--- src/rtl/servo_step_sched.sv ---
// Motion-pattern scheduler for the pulso servo driver: drives the sel code for
// run_ms ticks, holds neutral for stop_ms ticks, and repeats reps times or until abort.
module servo_step_sched #(
  parameter int CLK_HZ  = 50_000_000,
  parameter int TICK_HZ = 1_000,
  parameter int DUR_W   = 16,
  parameter int REP_W   = 8
) (
  input  logic             clk_i,
  input  logic             rst_i,
  input  logic             start_i,
  input  logic             abort_i,
  input  logic             dir_i,
  input  logic [DUR_W-1:0] run_ms_i,
  input  logic [DUR_W-1:0] stop_ms_i,
  input  logic [REP_W-1:0] reps_i,
  output logic [1:0]       sel_o,
  output logic             busy_o,
  output logic             done_o,
  output logic [REP_W-1:0] rep_left_o,
  output logic [1:0]       dbg_state_o
);

  localparam int DIV = CLK_HZ / TICK_HZ;
  localparam int PW  = (DIV > 1) ? $clog2(DIV) : 1;

  typedef enum logic [1:0] {IDLE, RUN, PAUSE, DONE} state_t;

  state_t           state_q, state_d;
  logic [PW-1:0]    presc_q, presc_d;
  logic [DUR_W-1:0] timer_q, timer_d;
  logic             dir_q, dir_d;
  logic [DUR_W-1:0] run_q, run_d;
  logic [DUR_W-1:0] stop_q, stop_d;
  logic [REP_W-1:0] reps_q, reps_d;
  logic [REP_W-1:0] rep_left_q, rep_left_d;
  logic [1:0]       sel_q, sel_d;
  logic             busy_q, busy_d;
  logic             done_q, done_d;
  logic             tick;

  assign tick = (presc_q == PW'(DIV - 1));

  always_comb begin
    state_d    = state_q;
    presc_d    = presc_q;
    timer_d    = timer_q;
    dir_d      = dir_q;
    run_d      = run_q;
    stop_d     = stop_q;
    reps_d     = reps_q;
    rep_left_d = rep_left_q;

    // Phases are whole ticks long, so the free-running prescaler stays aligned
    // with every phase boundary once it is cleared on accept.
    if (state_q == RUN || state_q == PAUSE) begin
      presc_d = tick ? '0 : presc_q + PW'(1);
    end

    case (state_q)
      IDLE: begin
        if (start_i && !abort_i) begin
          dir_d      = dir_i;
          run_d      = run_ms_i;
          stop_d     = stop_ms_i;
          reps_d     = reps_i;
          rep_left_d = reps_i;
          presc_d    = '0;
          timer_d    = '0;
          if (run_ms_i != '0)       state_d = RUN;
          else if (stop_ms_i != '0) state_d = PAUSE;
          else                      state_d = DONE;
        end
      end
      RUN, PAUSE: begin
        if (abort_i) begin
          state_d = DONE;
        end else if (tick) begin
          if (timer_q == ((state_q == RUN) ? run_q : stop_q) - DUR_W'(1)) begin
            timer_d = '0;
            if (state_q == RUN && stop_q != '0) begin
              state_d = PAUSE;
            end else if (reps_q == '0) begin
              state_d = (run_q != '0) ? RUN : PAUSE;
            end else begin
              // End of a repetition: the decremented count shows from the next rep on.
              rep_left_d = rep_left_q - REP_W'(1);
              if (rep_left_q == REP_W'(1)) state_d = DONE;
              else                         state_d = (run_q != '0) ? RUN : PAUSE;
            end
          end else begin
            timer_d = timer_q + DUR_W'(1);
          end
        end
      end
      DONE:    state_d = IDLE;
      default: state_d = IDLE;
    endcase

    sel_d  = (state_d == RUN) ? (dir_d ? 2'd2 : 2'd1) : 2'd0;
    busy_d = (state_d == RUN) || (state_d == PAUSE);
    done_d = (state_d == DONE);
  end

  always_ff @(posedge clk_i) begin
    if (rst_i) begin
      state_q    <= IDLE;
      presc_q    <= '0;
      timer_q    <= '0;
      dir_q      <= 1'b0;
      run_q      <= '0;
      stop_q     <= '0;
      reps_q     <= '0;
      rep_left_q <= '0;
      sel_q      <= 2'd0;
      busy_q     <= 1'b0;
      done_q     <= 1'b0;
    end else begin
      state_q    <= state_d;
      presc_q    <= presc_d;
      timer_q    <= timer_d;
      dir_q      <= dir_d;
      run_q      <= run_d;
      stop_q     <= stop_d;
      reps_q     <= reps_d;
      rep_left_q <= rep_left_d;
      sel_q      <= sel_d;
      busy_q     <= busy_d;
      done_q     <= done_d;
    end
  end

  assign sel_o       = sel_q;
  assign busy_o      = busy_q;
  assign done_o      = done_q;
  assign rep_left_o  = rep_left_q;
  assign dbg_state_o = state_q;

endmodule

--- config.mk ---
export PLATFORM = sky130hd
export DESIGN_NAME = servo_step_sched
export DESIGN_NICKNAME = d
export VERILOG_FILES = /design/src/rtl/servo_step_sched.sv
export SDC_FILE = /design/constraint.sdc
export NUM_CORES = 1
export LEC_CHECK = 0
export ABC_AREA = 1
export CORE_MARGIN = 2
export CORE_UTILIZATION = 65
export DETAILED_ROUTE_END_ITERATION = 8
export DONT_BUFFER_PORTS = 1
export PLACE_DENSITY = 0.81
export SYNTH_ARGS = -nofsm -noshare
export SYNTH_HDL_FRONTEND = slang
export SYNTH_SLANG_ARGS = --single-unit
--- constraint.sdc ---
create_clock -name clk_i -period 4.35 [get_ports clk_i]
set_clock_uncertainty 0.15 [all_clocks]
set_input_delay 0.87 -clock clk_i [delete_from_list [all_inputs] [get_ports clk_i]]
set_output_delay 0.87 -clock clk_i [all_outputs]
set_load 0.005 [all_outputs]
# Word level (Yosys, flattened, before mapping)

Index checks and enable logic that the tools add are counted.

Bits in registers: 87
Input port bits: 45
Output and inout port bits: 14
Word-level logic and storage cells: 79

$add $sub $neg: 4
Equal/unequal tests: 15
Multiplexer cells: 31
Bitwise logic cells: 1
Reduce and logical (&&, ||, !) cells: 17

Operators with widths:

| operator              | count |
|---|---|
| $mux 16               | 9 |
| $reduce_bool 16->1    | 4 |
| $mux 8                | 6 |
| $add 16x1->16 const B | 2 |
| $pmux 16 s2           | 1 |
| $mux 2                | 10 |
| $eq 16x16->1          | 1 |
| $eq 16x16->1 const B  | 1 |
| $pmux 8 s2            | 1 |
| $sub 16x1->16 const B | 1 |
| $ne 2x2->1 const B    | 6 |
| $eq 2x2->1 const B    | 4 |
| $eq 8x1->1 const B    | 1 |
| $logic_not 8->1       | 1 |
| $sub 8x1->8 const B   | 1 |
| $reduce_and 7->1      | 1 |
| $pmux 2 s3            | 1 |
| $eq 2x1->1 const B    | 2 |
| $reduce_and 4->1      | 1 |
| $reduce_or 2->1       | 2 |
| $mux 1                | 3 |
| $logic_and 1x1->1     | 2 |
| $logic_not 2->1       | 1 |
| $logic_or 1x1->1      | 2 |
| other kinds (4)       | 4 |

# Logic depth before layout (Yosys ltp)

Gate-level depths: netlist of run 1.

Word-level depth: 12
Depth in mapped cells: 24
Mapped depth without buffers: 24

# Worst setup path before layout of run 1

Ideal clock, no wire load.

Path kind: register to register
Start point: reg state_q[1], in the netlist dbg_state_o[1]
End point: reg rep_left_q[4], in the netlist rep_left_o[4]
Library setup time: 0.071 ns
Arrival time: 2.471 ns
Data required time: 4.129 ns
Setup slack: 1.659 ns
Cell stages (with the launch flop): 22
Clock period less this slack: 2.691 ns
Cell sequence: dfxtp_1 inv_1 ha_1 buf_6 nand2_1 nand2_2 ha_1 inv_1 nand3_1 nand3_1 nand2_1 nor3_1 nand2_1 nor2_2 nand3_2 nor2_4 inv_2 o21ai_2 nand2_2 clkinv_4 o211ai_1 a21oi_1

Cells in the longest elaborated chain, start to end: 6
Elaborated cells on any way between the ends: 17
Those cells by class: add/sub (1); eq/ne (9); mux (2); reduce/logical (5)

Ends and longest elaborated chain:

| element                    | line       | RTL |
|---|---|---|
| from (decl)                | 29         | `state_t state_q, state_d;` |
| from (signal assigned)     | 119        | `state_q <= state_d;` |
| $eq 2x1->1                 | 60, 79, 81 |  |
| $mux 16                    | 79         | `if (timer_q == ((state_q == RUN) ? run_q : stop_q) - DUR_W'(1)) begin` |
| $sub 16x1->16              | 79         |  |
| $eq 16x16->1               | 79         |  |
| $ne 2x2->1 (no line)       | n/a        |  |
| $reduce_and 7->1 (no line) | n/a        |  |
| to (signal assigned)       | 126        | `rep_left_q <= rep_left_d;` |
| to (decl)                  | 36         | `logic [REP_W-1:0] rep_left_q, rep_left_d;` |

Several ways; a longest one is shown, not always the timed one.
A chain may end at the register's enable or synchronous reset.

# Worst setup path in the final report of run 1

Start point: reg state_q[0], in the netlist dbg_state_o[0]
End point: reg rep_left_q[5], in the netlist rep_left_o[5]

The elaborated chain is that of the path after synthesis.

==> results of run 1 <==
## synthesized netlist by cell type (3+ instances only)
cell type,count,area share [%]
inv_2,5,0.36
nor2_1,77,5.6
dfxtp_1,87,34
nand4_1,20,2.4
mux2i_1,3,0.58
o211ai_1,3,0.44
nor2_2,11,1.3
o21ai_1,4,0.39
nand2_2,13,1.6
buf_6,3,0.65
nand3_1,47,4.6
nor3_1,9,0.87
nand3_2,4,0.77
inv_1,102,7.4
nor4_1,11,1.3
a221oi_1,3,0.51
o21ai_0,61,5.9
clkbuf_1,22,1.6
xor2_1,19,3.2
nand3b_1,5,0.73
ha_1,7,1.7
a21oi_1,72,7.0
nand2_1,193,14
## flip-flops by register name (all words and copies together), names as in the netlist
name / cells
dbg_state_o: 2
rep_left_o: 8
busy_o: 1
timer_q: 16
reps_q: 8
stop_q: 16
dir_q: 1
sel_o: 2
run_q: 16
done_o: 1
presc_q: 16
## cells by family (layout without fill, tap and decap cells)
logic type / Yosys count / count (layout) / synth area share, %
AO/OA/AOI/OAI: 156 / 156 / 16.3
buffers and inverters: 136 / 129 / 10.5
flip-flops: 87 / 87 / 33.7
multiplexers: 3 / 3 / 0.581
adder cells (fa/ha/maj): 7 / 7 / 1.69
AND/OR/NAND/NOR: 392 / 392 / 33.6
XOR/XNOR: 21 / 21 / 3.56
## critical path: cells and delay by family (launching register included)
family                   cells  cell delay, ps
adder cells (fa/ha/maj)      2             450
buffers and inverters        4             700
flip-flops                   1             450
AND/OR/NAND/NOR             10            1180
AO/OA/AOI/OAI                3             380
## through the flow
| step | hold WS, ps | setup slack, ps | instances | util [%] | total power (W) |
|---|---|---|---|---|---|
| final | 314 | 994 | 897 | 70.3 | 0.00195 |
| after global routing | 346 | 597 | 897 | 70.3 | 0.00205 |
| after CTS | 316 | 1000 | 897 | 70.3 | 0.00196 |
| after detailed placement | 301 | 1060 | 882 | 67.4 | 0.00132 |
| after global placement | 292 | 1190 | 882 | 67.4 | 0.00131 |
| after floorplan | 280 | 1660 | 802 | - | 0.00123 |
## where the power goes
group / switching, W / internal [W] / leakage (nW) / total (W)
clock network: 0.000313 / 0.000333 / 0.114 / 0.000645
registers: 0.0000265 / 0.000835 / 0.710 / 0.000862
logic: 0.000303 / 0.000143 / 1.41 / 0.000446
total: 0.000642 / 0.00131 / 2.24 / 0.00195
## final timing paths
path	startpoint	slack [ps]	end	cells past startpoint
min reg2reg	reps_q[3]	310	reps_q[3]	2
min	reps_q[3]	310	reps_q[3]	2
max reg2reg	dbg_state_o[0]	990	rep_left_o[5]	19
max	dbg_state_o[0]	990	rep_left_o[5]	19
## cell type report
cell class,count,area (um2)
Multi-Input combinational cell,579,2880
Fill cell,707,2300
Sequential cell,87,1740
Inverter,109,414
Tap cell,102,128
Clock buffer,9,124
Clock inverter,6,100
Timing Repair Buffer,5,37.5
## metal layers
metal / up-vias / global-route usage (%) / wire [um]
li1: 2591 / - / -
met3: 29 / 6.45 / 584
met5: - / 0 / 0
met1: 2275 / 36.5 / 5460
met2: 130 / 54.4 / 6110
met4: 0 / 8.82 / 301
==> flow_summary.yaml, run 1 <==
timing:
  post-route-min-period_ps: 3360
  worst_pin_slew_ps: 610
  finalSetupTns_ps: 0
  slew_violations: 0
  rsz0062_at_grt: "false"
  finalHoldViolations: 0
  setup_viol: 0
  finalCritPeriodShare_pct: 77.2
  max_slew_margin_pct: 59.3
  clock.fmax_mhz: 298
clocking:
  cts_buffer_depth: 2
  clkTransAtPathRegs_ps: 100
  cts_tree: "done"
  postCtsSetupRepairBufs: 0
  clock_latency_ps: 360
  cts.sinks: 87
  cts_buffers: 9
  cts-root-buf: "clkbuf_8"
  ctsResizeCount: 0
  cts_max_level: 3
  cts_hold_buf: 0
die:
  coreArea_um2: 7730
  fp.dieW_um: 93.2
  die_area_um2: 8680
  row_count: 32
  io_pins: 59
  die_h_um: 93.2
  initial_core_util_pct: 66.9
layout:
  syn_to_final_growth_pct: 5.04
  antennaDiodeCount: 0
  fin_area_um2: 5430
  layout_common_cells: "nand2_1 (193), inv_1 (101), dfxtp_1 (87)"
  nNetsFinal: 843
  layout_commonest_cell: "nand2_1"
  drive_above_1_share_pct: 7.55
synthesis:
  synth_seq_cells: 87
  ys_types: 39
  synth_area_um2: 5170
  synth_cells: 802
  synthArstFlopShare_pct: 0
  ys.flop_type: "dfxtp_1"
  yosys_warnings: 0
  synth-edff-count: 0
  syn_nets: 854
  yosysSeqAreaShare_pct: 33.7
  syn_avg_cell_area_um2: 6.44
detailed_routing:
  routedWlPerCell_um: 13.9
  vias: 5025
  via_per_inst: 5.60
  drtIter0Drc: 258
  drtAntennaViolNets: 0
  routed_wl_mm: 12.4
  first_pass_iters: 6
  drc: 0
critical_path:
  path_cells: "ha_1 > buf_4 > nand2_1 > nand2_2 > ha_1 > nand3_2 > inv_1 > nand3_1 > nand2_1 > nand2_1 > nor2_2 > nand3_2 > nor2_4 > inv_2 > o21ai_2 > nand2_2 > clkinv_4 > o21ai_0 > a21oi_1"
  slowest_stage: "dfxtp_1"
  startpoint_type: "register"
  criticalPathCategory: "register to register"
  cp_max_fo: 29
  crit_top_cell: "nand2_1"
  critPathMaxStageDelay_ps: 450
  worstPathArrival_ps: 3510
  required_ps: 4510
  worstSetupEndpointType: "register"
pwr:
  p_leak_nw: 2.24
  p_per_area_nw_per_um2: 360
  ir_drop_mv: 0.232
job:
  maxCapViolCount: 0
grt:
  grt_pass1_wl_mm: 21.4
  grt_max_degree: 75
  antenna_found_initial: 0
  grt-ovfl-total: 0
  grt_pass1_vias: 4754
  gr-usage-all-layers_pct: 30.4
place:
  hpwlAfterDp_mm: 9.38
  portBuffers: 0
  place_area_um2: 5200
  place_congestion: 0.890
min_path:
  hold_path_class: "register to register"
outcome:
  status: "finished, final reports clean"
Power figures use the tool's default switching activity.
==> run 2: changes to the inputs <==
CORE_UTILIZATION = 64   (was 65)
PLACE_DENSITY = 0.8   (was 0.81)
clock period = 3.3 ns   (was 4.35 ns; I/O delays follow)
==> run 2 against run 1 <==
  * Register-to-register slack worse by 710 ps
  * Core utilization increased by 0.72 points
  * Worst setup slack got worse by 710 ps
  * Sequential power increased by 31%
  * Critical path depth rose by 2
  * First-iteration DRC count rose by 18%
  * Combinational power is 37% higher
  * Highest routed layer unchanged
==> flow_summary.yaml, run 2 (same netlist as run 1, synthesis figures left out) <==
outcome:
  status: "finished, final reports clean"
timing:
  setup_viol: 0
  whs_ps: 194
  post-route-min-period_ps: 3020
  layout_setup_ws_ps: 283
  slew_violations: 0
  rsz0062_at_grt: "false"
  finalCritPeriodShare_pct: 91.4
  finalSetupTns_ps: 0
  clock.fmax_mhz: 331
  finalHoldViolations: 0
  max_slew_margin_pct: 58.4
  worst_pin_slew_ps: 624
grt:
  grt_max_degree: 75
  antenna_found_initial: 0
  grt_pass1_wl_mm: 21.6
  grt_pass1_vias: 4863
  grt-ovfl-total: 0
  gr-usage-all-layers_pct: 30.4
pwr:
  power_frac_seq_pct: 44.4
  ir_drop_mv: 0.297
  power.switching_w: 0.000879
  intPower_w: 0.00168
  combPwrFrac_pct: 23.9
  p_leak_nw: 2.28
  power_frac_clock_pct: 31.7
  swShare_pct: 34.4
  p_per_area_nw_per_um2: 464
critical_path:
  criticalPathCategory: "register to register"
  regToRegSetupSlack_ps: 280
  worstSetupEndpointType: "register"
  r2r_start: "dbg_state_o[1]"
  crit_end: "rep_left_o[1]"
  worstPathArrival_ps: 3180
  r2r_end: "rep_left_o[1]"
  cp_max_fo: 26
  startpoint_type: "register"
  r2r_cells: 21
  cp-startpoint: "dbg_state_o[1]"
  required_ps: 3460
clocking:
  cts_buffers: 9
  cts_tree: "done"
  cts_max_level: 3
  clock_latency_ps: 370
  cts_buffer_depth: 2
  cts.sinks: 87
  clkTransAtPathRegs_ps: 100
  cts-root-buf: "clkbuf_8"
  cts_hold_buf: 0
layout:
  layout_commonest_cell: "nand2_1"
  syn_to_final_growth_pct: 6.66
  drive_above_1_share_pct: 9.20
  nNetsFinal: 851
  antennaDiodeCount: 0
  layout_common_cells: "nand2_1 (193), inv_1 (100), dfxtp_1 (86)"
die:
  initial_core_util_pct: 66.5
  row_count: 32
  fp.dieW_um: 93.9
  die_h_um: 93.9
  die_area_um2: 8810
  coreArea_um2: 7770
  io_pins: 59
place:
  place_ws_ps: -31.5
  place_congestion: 0.930
  portBuffers: 0
  hpwlAfterDp_mm: 9.51
detailed_routing:
  vias: 5158
  routedWlPerCell_um: 14.1
  via_per_inst: 5.69
  drc: 0
  drtAntennaViolNets: 0
  routed_wl_mm: 12.8
  first_pass_iters: 5
  drtIter0Drc: 305
min_path:
  hold_path_class: "input pin to register"
job:
  maxCapViolCount: 0
-- run 2: how the worst min path moves through the flow --
stage	from	slack, ps	depth (start not counted)	to
2_1_floorplan	reps_q[3]	280	2	reps_q[3]
3_3_place_gp	reps_q[3]	290	2	reps_q[3]
3_5_place_dp	reps_q[3]	300	2	reps_q[3]
4_1_cts	rst_i	180	1	rep_left_o[4]
5_1_grt	rst_i	180	1	dir_q
6_report	rst_i	190	1	rep_left_o[4]
-- run 2: per-layer routing --
metal	GRT usage [%]	up-vias	wire [um]
li1	-	2604	-
met1	35.8	2376	5360
met2	54.4	159	6360
met3	8.19	19	886
met4	8.21	0	154
met5	0	-	0
-- run 2: metrics by stage --
step / instances / total power (W) / util (%) / instance area, um2
2_1_floorplan: 802 / 0.00163 / - / 5170
3_3_place_gp: 886 / 0.00173 / 67.4 / 5240
3_5_place_dp: 886 / 0.00174 / 67.4 / 5240
4_1_cts: 906 / 0.00256 / 70.6 / 5490
5_1_grt: 906 / 0.00269 / 71.0 / 5510
6_report: 906 / 0.00256 / 71.0 / 5510
-- run 2: power by group through the flow --
stage / Sequential (W) / Combinational, W / Clock, W
floorplan: 0.00115 / 0.000478 / 0
detailed placement: 0.00116 / 0.000587 / 0
global placement: 0.00116 / 0.000571 / 0
finish: 0.00113 / 0.000612 / 0.000811
CTS: 0.00113 / 0.000598 / 0.000826
global route: 0.00114 / 0.000689 / 0.000864
-- run 2: timing repair --
item,in CTS,in global routing
buffers inserted,4,0
gates resized for setup,1,9
gates cloned,0,0
pin swaps,0,0
endpoints found under the setup margin,8,13
-- run 2: layout make-up --
cell class,instances,area [um2]
Multi-Input combinational cell,579,2900
Timing Repair Buffer,13,105
Sequential cell,87,1740
Clock buffer,9,124
Clock inverter,7,95.1
Tap cell,102,128
Inverter,109,419
Fill cell,675,2250
-- run 2: critical path, cell delays in order (launching register included) --
cell and delay [ps]:
dfxtp_2 350, inv_1 130, ha_4 200, buf_8 190
nand2_1 70, nand2_1 150, nand2_2 110, clkinv_1 110
nand2_1 70, nor2_2 120, nand2_1 70, nand2_1 60
nand2_1 100, nor2_2 150, nand3_2 90, nor2_4 140
inv_4 100, o21ai_2 130, nand2_2 140, clkinv_4 120
o21ai_0 90, a21oi_1 130
